[config.mk]
export PLATFORM = sky130hd
export DESIGN_NAME = shift_seq_ctrl
export DESIGN_NICKNAME = d
export VERILOG_FILES = /design/src/rtl/shift_seq_pkg.sv /design/src/rtl/shift_reg_core.sv /design/src/rtl/shift_seq_ctrl.sv
export SDC_FILE = /design/constraint.sdc
export NUM_CORES = 1
export LEC_CHECK = 0
export CORE_UTILIZATION = 30
export CTS_CLUSTER_SIZE = 12
export DETAILED_ROUTE_END_ITERATION = 8
export SLEW_MARGIN = 5
export SYNTH_ARGS = -nofsm -noshare
export SYNTH_HDL_FRONTEND = slang
export SYNTH_SLANG_ARGS = --single-unit
[constraint.sdc]
create_clock -name clkIn -period 1.37 [get_ports clkIn]
set_input_delay 0.274 -clock clkIn [delete_from_list [all_inputs] [get_ports clkIn]]
set_output_delay 0.274 -clock clkIn [all_outputs]
set_load 0.01 [all_outputs]
[src/rtl/shift_seq_pkg.sv]
// Shared encodings for the shift sequencer: command modes and controller states.
package shift_seq_pkg;

  localparam logic [1:0] MODE_LOAD    = 2'b00;
  localparam logic [1:0] MODE_SHIFT   = 2'b01;
  localparam logic [1:0] MODE_RING    = 2'b10;
  localparam logic [1:0] MODE_JOHNSON = 2'b11;

  typedef enum logic [1:0] {
    ST_IDLE = 2'b00,
    ST_LOAD = 2'b01,
    ST_RUN  = 2'b10,
    ST_DONE = 2'b11
  } state_t;

endpackage

[src/rtl/shift_reg_core.sv]
// WIDTH-bit right-shifting register with parallel load and a registered serial output.
module shift_reg_core #(
  parameter int WIDTH = 4
) (
  input  logic             clk,
  input  logic             rst_n,
  input  logic             load,
  input  logic [WIDTH-1:0] load_val,
  input  logic             shift_en,
  input  logic             new_bit,
  output logic [WIDTH-1:0] q,
  output logic             sout
);

  // Load leaves sout untouched; only a shift updates the serial output.
  always_ff @(posedge clk or negedge rst_n) begin
    if (!rst_n) begin
      q    <= '0;
      sout <= 1'b0;
    end else if (load) begin
      q <= load_val;
    end else if (shift_en) begin
      q    <= {new_bit, q[WIDTH-1:1]};
      sout <= q[0];
    end
  end

endmodule

[src/rtl/shift_seq_ctrl.sv]
// Command-driven shift sequencer: accepts LOAD/SHIFT/RING/JOHNSON commands and
// steps the shift_reg_core datapath for the requested number of edges.
module shift_seq_ctrl
  import shift_seq_pkg::*;
#(
  parameter int WIDTH = 4,
  parameter int CNTW  = 4
) (
  input  logic             clkIn,
  input  logic             rstN,
  input  logic             cmdValid,
  output logic             cmdReady,
  input  logic [1:0]       cmdMode,
  input  logic [CNTW-1:0]  cmdSteps,
  input  logic [WIDTH-1:0] cmdData,
  input  logic             sinIn,
  input  logic             abortIn,
  output logic [WIDTH-1:0] data,
  output logic             dout,
  output logic             busy,
  output logic             doneOut
);

  localparam logic [CNTW:0] CNT_ONE  = (CNTW+1)'(1);
  localparam logic [CNTW:0] CNT_FULL = {1'b1, {CNTW{1'b0}}};

  state_t           state, state_nxt;
  logic [1:0]       mode_q;
  logic [CNTW:0]    cnt;
  logic [WIDTH-1:0] ld_data;
  logic             accept, do_load, do_shift, new_bit;

  assign accept   = cmdValid && (state == ST_IDLE);
  assign do_load  = (state == ST_LOAD) && !abortIn;
  assign do_shift = (state == ST_RUN)  && !abortIn;

  always_ff @(posedge clkIn or negedge rstN) begin
    if (!rstN) begin
      state  <= ST_IDLE;
      mode_q <= MODE_LOAD;
      cnt    <= '0;
    end else begin
      state <= state_nxt;
      if (accept) begin
        mode_q <= cmdMode;
        cnt    <= (cmdSteps == '0) ? CNT_FULL : {1'b0, cmdSteps};
      end else if (do_shift) begin
        cnt <= cnt - CNT_ONE;
      end
    end
  end

  // Load value is only consumed in LOAD, which always follows an accept.
  always_ff @(posedge clkIn) begin
    if (accept) ld_data <= cmdData;
  end

  always_comb begin
    state_nxt = state;
    case (state)
      ST_IDLE: if (cmdValid) state_nxt = (cmdMode == MODE_LOAD) ? ST_LOAD : ST_RUN;
      ST_LOAD: state_nxt = abortIn ? ST_IDLE : ST_DONE;
      ST_RUN: begin
        if (abortIn)            state_nxt = ST_IDLE;
        else if (cnt == CNT_ONE) state_nxt = ST_DONE;
      end
      ST_DONE: state_nxt = ST_IDLE;
      default: state_nxt = ST_IDLE;
    endcase
  end

  always_comb begin
    new_bit = sinIn;
    case (mode_q)
      MODE_RING:    new_bit = data[0];
      MODE_JOHNSON: new_bit = ~data[0];
      default:      new_bit = sinIn;
    endcase
  end

  assign cmdReady = (state == ST_IDLE);
  assign busy     = (state == ST_LOAD) || (state == ST_RUN);
  assign doneOut  = (state == ST_DONE);

  shift_reg_core #(.WIDTH(WIDTH)) u_core (
    .clk      (clkIn),
    .rst_n    (rstN),
    .load     (do_load),
    .load_val (ld_data),
    .shift_en (do_shift),
    .new_bit  (new_bit),
    .q        (data),
    .sout     (dout)
  );

endmodule

; ---- Word level (Yosys, flattened, before mapping)
; Index checks and enable logic that the tools add are counted.
[totals]
register_bits = 18
input_bits = 15
output_inout_bits = 8
word_cells = 41
[classes]
n_addsub = 1
n_eq_ne = 8
muxes = 12
bitwise = 2
reduce_logical = 12
[op_table]
columns = operator, count
row1 = $mux 5, 3
row2 = $mux 2, 5
row3 = $eq 2x2->1 const B, 4
row4 = $mux 4, 2
row5 = $pmux 2 s4, 1
row6 = $eq 5x1->1 const B, 1
row7 = $sub 5x1->5 const B, 1
row8 = $logic_not 2->1, 2
row9 = $logic_not 4->1, 1
row10 = $reduce_and 2->1, 2
row11 = $reduce_bool 2->1, 2
row12 = $logic_and 1x1->1, 3
row13 = $ne 3x3->1 const B, 1
row14 = $eq 2x1->1 const B, 1
row15 = $ne 2x2->1 const B, 1
row16 = $not 1->1, 2
row17 = $pmux 1 s2, 1
row18 = $logic_not 1->1, 1
row19 = $logic_or 1x1->1, 1

; ---- Logic depth before layout (Yosys ltp)
; Gate-level depths: netlist (run 1).
[depth]
depth_word = 4
depth_mapped = 6
ltp_nobuf = 6

; ---- By module
; Synthesis (run 1) repeated with hierarchy kept, for this count alone.
[unflattened]
hier_cells = 86
area_unflattened_um2 = 954.7
[modules_own_cells]
columns = module, instances, cells_each, area_per_inst_um2, seq_area_each_um2
row1 = shift_seq_ctrl, 1, 65, 706.9, 345.3
row2 = shift_reg_core, 1, 21, 247.7, 125.1

; ---- Least setup slack after synthesis (run 1)
; OpenSTA, ideal clock, no wires.
[synth_timing]
path_kind = reg2reg
startpoint = register state[0]
endpoint = register cnt[4]
setup_time_ns = 0.082
arrival_time_ns = 1.360
required_time_ns = 1.288
path_slack_ns = -0.072
stages_incl_launch_ff = 6
path_buffers = 0
period_less_slack_ns = 1.442
cell_sequence = dfrtp_1 > inv_1 > ha_1 > nand3b_1 > or4_1 > a31oi_1
[synth_via]
elab_chain_cells = 3
word_cells_on_any_way = 6
classes_between = 1 x eq/ne / 1 x mux / 4 x reduce/logical
[synth_rtl]
columns = element, line
row1 = start: declaration, shift_seq_ctrl.sv:27  ; state_t state, state_nxt;
row2 = start signal: assignment, shift_seq_ctrl.sv:43  ; state <= state_nxt;
row3 = $eq 2x2->1 / $logic_not 2->1 (equally long branches), "shift_seq_ctrl.sv:35, shift_seq_ctrl.sv:33"
row4 = "$logic_and 1x1->1, on equally long branches", "shift_seq_ctrl.sv:35, shift_seq_ctrl.sv:33"
row5 = $reduce_bool 2->1 (no line) / $mux 5 (equally long branches), --
row6 = end signal: assignment, shift_seq_ctrl.sv:46  ; cnt <= (cmdSteps == '0) ? CNT_FULL : {1'b0, cmdSteps};
row7 = end signal: assignment, shift_seq_ctrl.sv:48  ; cnt <= cnt - CNT_ONE;
row8 = end: declaration, shift_seq_ctrl.sv:29  ; logic [CNTW:0] cnt;
; Parallel ways exist; a longest one is shown, timed or not.
; A chain may end at the register's enable or synchronous reset.

; ---- Final worst setup path (run 1)
[layout_timing]
startpoint = register state[0]
endpoint = output doneOut
[layout_via]
elab_chain_cells = 1
[layout_rtl]
columns = element, line
row1 = $eq 2x2->1, shift_seq_ctrl.sv:83  ; assign doneOut = (state == ST_DONE);
row2 = end: declaration, shift_seq_ctrl.sv:21  ; output logic doneOut
; Every way passes these cells.

==> flow_summary.rst, run 1 <==
.. list-table::
   :header-rows: 1

   * - Metric
     - Value
   * - Number of antenna violations at the first check in global routing
     - 0
   * - Worst slack, placed
     - -0.3257 ns
   * - Mapped cell area
     - 917.1 µm²
   * - TritonCTS clock tree
     - done
   * - Cell count after synthesis
     - 87
   * - Slew of the pin with the lowest slew margin
     - 0.2857 ns
   * - Via count of the first global-routing pass
     - 787
   * - Layout Nets
     - 149
   * - CORE AREA
     - 2829 µm²
   * - Setup TNS Final
     - -0.3142 ns
   * - Pin count of the biggest net entering global routing
     - 15
   * - First-pass GRT wire length
     - 3.401 mm
   * - Longest individual stage delay on the worst path
     - 0.41 ns
   * - Switching power share of the total
     - 37.75%
   * - Share of power burned in registers
     - 35.2%
   * - Half-perimeter wire length of the detailed placement result
     - 1.563 mm
   * - Required time at the endpoint of the critical path
     - 1.10 ns
   * - Num CTS Buffers
     - 3
   * - Kind of start point of the critical path
     - register
   * - Critical path fanouts, max
     - 2
   * - Worst setup skew after layout
     - 0.007560 ns
   * - Synth unique cells
     - 31
   * - Share of cells above drive strength 1
     - 23.02%
   * - Cell leakage power
     - 0.0005915 µW
   * - Hold Vio Cnt, Final
     - 0
   * - Max Clock Freq
     - 693.1 MHz
   * - Slowest cell on the critical path
     - sky130_fd_sc_hd__dfrtp_1
   * - Number of placed instances with taps included
     - 153
   * - DRC violation count after routing
     - 2
   * - Class of the most critical setup path
     - register to output pin
   * - Number of DRC markers after the initial detailed-route iteration
     - 10
   * - Total number of vias
     - 777
   * - Hold Path Class
     - primary input to async pin
   * - Overall die area
     - 3282 µm²
   * - Final setup fails
     - 8
   * - Combinational share of power
     - 54.8%
   * - Crit-path leading delay family
     - flip-flops
   * - Clock network latency to the later pin of the worst-skew pair
     - 0.29 ns
   * - Psw
     - 1004 µW
   * - Count of port buffers added during placement
     - 22
   * - Gpl congestion
     - 0.7650
   * - Count of TritonRoute iterations in the first routing pass
     - 7
   * - Clock tree buffer depth
     - 2
   * - Routed wire length per instance
     - 13.05 µm
   * - Arrival time of the worst setup path
     - 1.17 ns
   * - Highest-count cells in the layout ignoring fill and taps
     - sky130_fd_sc_hd__nand2_1, sky130_fd_sc_hd__dfrtp_1, sky130_fd_sc_hd__clkdlybuf4s50_1
   * - Average footprint of a synthesized cell
     - 10.54 µm²
   * - Number of buffers added to fix hold violations after cts
     - 0
   * - Fill count
     - 270
   * - Total placed instance area
     - 1277 µm²
   * - Min cycle time layout
     - 1.443 ns
   * - Internal power component
     - 1655 µW
   * - Worst reg-to-reg path cell count
     - 5
   * - Net count after synthesis
     - 109
   * - Result of the run
     - complete, but fails checks
   * - Max cap viols
     - 0
   * - Final worst path period share
     - 105.3%
   * - Failing checks
     - DRC, setup timing
   * - Total I/O pin count
     - 23
   * - Post-route setup slack
     - -0.07290 ns
   * - Synth-to-Final Area Change
     - 46.79%
   * - Sequential cell area fraction in the yosys report
     - 51.30%
   * - Buffers & Inverters on Critical Path
     - 2
   * - Die Span Y
     - 57.29 µm
   * - # rows
     - 19
   * - Final non-filler cell total
     - 157
   * - Unrepaired setup endpoints after global routing
     - yes
   * - Finished Cell Area
     - 1346 µm²
   * - Critical path capture point type
     - output pin
   * - Number of warnings issued by yosys
     - 0
   * - Share of power burned in the clock network
     - 10.1%
   * - Max-slew violation count
     - 0
   * - Initial cell density of the core
     - 32.42%
   * - Flip-flop and latch area
     - 470.5 µm²
   * - Sink Count
     - 18
   * - ANT cells
     - 0
   * - Clock slew at reported path FFs
     - 0.11 ns
   * - VDD IR-drop max
     - 0.9441 mV
   * - Remaining global-route overflow
     - 0
   * - Number of gates on the worst path with buffers counted
     - 3
   * - Post-route ant nets
     - 0
   * - Routed wire length
     - 2.049 mm
   * - Normalized max-slew margin
     - 80.78%
   * - Number of storage elements in the synthesis netlist
     - 18
   * - Number of levels in the clock H-tree
     - 1
   * - Multi-input gate area in the final layout
     - 474.2 µm²
   * - Per-cell via count in the routed design
     - 4.949
   * - GRT Resource Usage Total
     - 13.64%
   * - Total power density per cell area
     - 1975 nW/µm²
   * - Clk root buf
     - sky130_fd_sc_hd__clkbuf_4
   * - Floorplan die width
     - 57.29 µm
   * - Critical path, cell by cell
     - buf_4 > ha_1 > buf_2
-- cells in the mapped netlist --
cell type | n | area, µm²
sky130_fd_sc_hd__nand2b_1 | 1 | 6.260
sky130_fd_sc_hd__or3_1 | 2 | 12.51
sky130_fd_sc_hd__o22ai_1 | 1 | 6.260
sky130_fd_sc_hd__nand2_1 | 14 | 52.55
sky130_fd_sc_hd__inv_1 | 5 | 18.77
sky130_fd_sc_hd__nor4bb_1 | 1 | 10.01
sky130_fd_sc_hd__dfrtp_1 | 14 | 350.3
sky130_fd_sc_hd__clkinv_1 | 1 | 3.750
sky130_fd_sc_hd__xor2_1 | 2 | 17.52
sky130_fd_sc_hd__a311oi_1 | 1 | 8.760
sky130_fd_sc_hd__or4_1 | 1 | 7.510
sky130_fd_sc_hd__nor4_1 | 1 | 6.260
sky130_fd_sc_hd__o21a_1 | 1 | 7.510
sky130_fd_sc_hd__o21ai_0 | 6 | 30.03
sky130_fd_sc_hd__ha_1 | 7 | 87.58
sky130_fd_sc_hd__nor2b_1 | 1 | 6.260
sky130_fd_sc_hd__a22oi_1 | 4 | 30.03
sky130_fd_sc_hd__mux2_2 | 1 | 11.26
sky130_fd_sc_hd__a31oi_1 | 2 | 12.51
sky130_fd_sc_hd__mux2_1 | 1 | 11.26
sky130_fd_sc_hd__nor4b_1 | 1 | 8.760
sky130_fd_sc_hd__and2_1 | 1 | 6.260
sky130_fd_sc_hd__edfxtp_1 | 4 | 120.1
sky130_fd_sc_hd__a21oi_1 | 1 | 5.000
sky130_fd_sc_hd__mux2i_1 | 2 | 20.02
sky130_fd_sc_hd__nand3b_1 | 1 | 7.510
sky130_fd_sc_hd__o31ai_1 | 1 | 7.510
sky130_fd_sc_hd__xnor2_1 | 1 | 8.760
sky130_fd_sc_hd__o21ai_1 | 2 | 10.01
sky130_fd_sc_hd__nor2_1 | 5 | 18.77
sky130_fd_sc_hd__o21bai_1 | 1 | 7.510
-- kinds of logic (layout without fill, tap and decap cells) --
logic type	count (synthesis)	after routing	synth area share [%]
compound gates	20	20	13.64
xor+xnor	3	3	2.865
fa+ha+maj	7	7	9.549
buf+inv	6	45	2.455
flops	18	18	51.30
mux	4	4	4.638
simple gates	29	29	15.56
-- sequential cells by signal, indices dropped and copies added (netlist names) --
register     flops
cnt              5
ld_data          4
mode_q           2
state            2
u_core.q         4
u_core.sout      1
-- per-layer routing --
metal | global-route usage (%) | routed length [µm]
met4 | 7.317 | 27
met3 | 2.494 | 83
met5 | 0 | 0
met1 | 16.84 | 962
met2 | 22.69 | 976
-- through the flow --
step	hold WS (ns)	power, µW	util (%)
floorplan	-0.02159	1632	-
detailed placement	0.4952	2307	45.16
global placement	0.4784	2281	45.16
CTS	0.2788	2545	46.35
finish	0.2774	2659	47.59
global route	0.2973	2884	47.59
-- repair_timing --
item | 4_1_cts | 5_1_grt
gates resized for setup | 21 | 9
setup endpoints to repair | 20 | 16
setup buffers | 0 | 0
pin swaps | 1 | 2
-- final timing paths --
| check | start | to | slack (ns) |
|---|---|---|---|
| min in group clkIn | u_core.q[2]$_DFFE_PN0P_ | u_core.q[2]$_DFFE_PN0P_ | 0.51 |
| setup reg to reg | state[0]$_DFFE_PN0P_ | cnt[3]$_DFFE_PN0P_ | -0.06 |
| hold reg to reg | u_core.q[2]$_DFFE_PN0P_ | u_core.q[2]$_DFFE_PN0P_ | 0.51 |
| setup / recovery | state[0]$_DFFE_PN0P_ | doneOut | -0.07 |
| hold / removal | rstN | state[0]$_DFFE_PN0P_ | 0.28 |
| max in group asynchronous | rstN | u_core.q[0]$_DFFE_PN0P_ | 0.92 |
-- final cells by class --
| class | instances | area share, % |
|---|---|---|
| multi-input cells | 63 | 35.22 |
| clock buffers | 3 | 1.673 |
| well taps | 31 | 2.881 |
| repair buffers | 35 | 22.96 |
| flip-flops and latches | 18 | 34.94 |
| clock inverters | 1 | 0.2788 |
| inverters | 6 | 2.045 |
-- power groups by stage --
stage               registers [µW]  logic [µW]  clock network [µW]
floorplan                      943         689                   0
global placement               931        1350                   0
detailed placement             939        1370                   0
CTS                            925        1340                 280
global route                   963        1620                 304
finish                         935        1460                 268
No activity file was read; power rests on OpenSTA's default activity.
==> run 2: changes to the inputs <==
--- a/config.mk
+++ b/config.mk
@@ -8,7 +8,6 @@
 export CORE_UTILIZATION = 30
 export CTS_CLUSTER_SIZE = 12
 export DETAILED_ROUTE_END_ITERATION = 8
-export SLEW_MARGIN = 5
 export SYNTH_ARGS = -nofsm -noshare
 export SYNTH_HDL_FRONTEND = slang
 export SYNTH_SLANG_ARGS = --single-unit
==> results of run 2 <==
The final DEF is identical to that of run 1; final timing and power are the same.
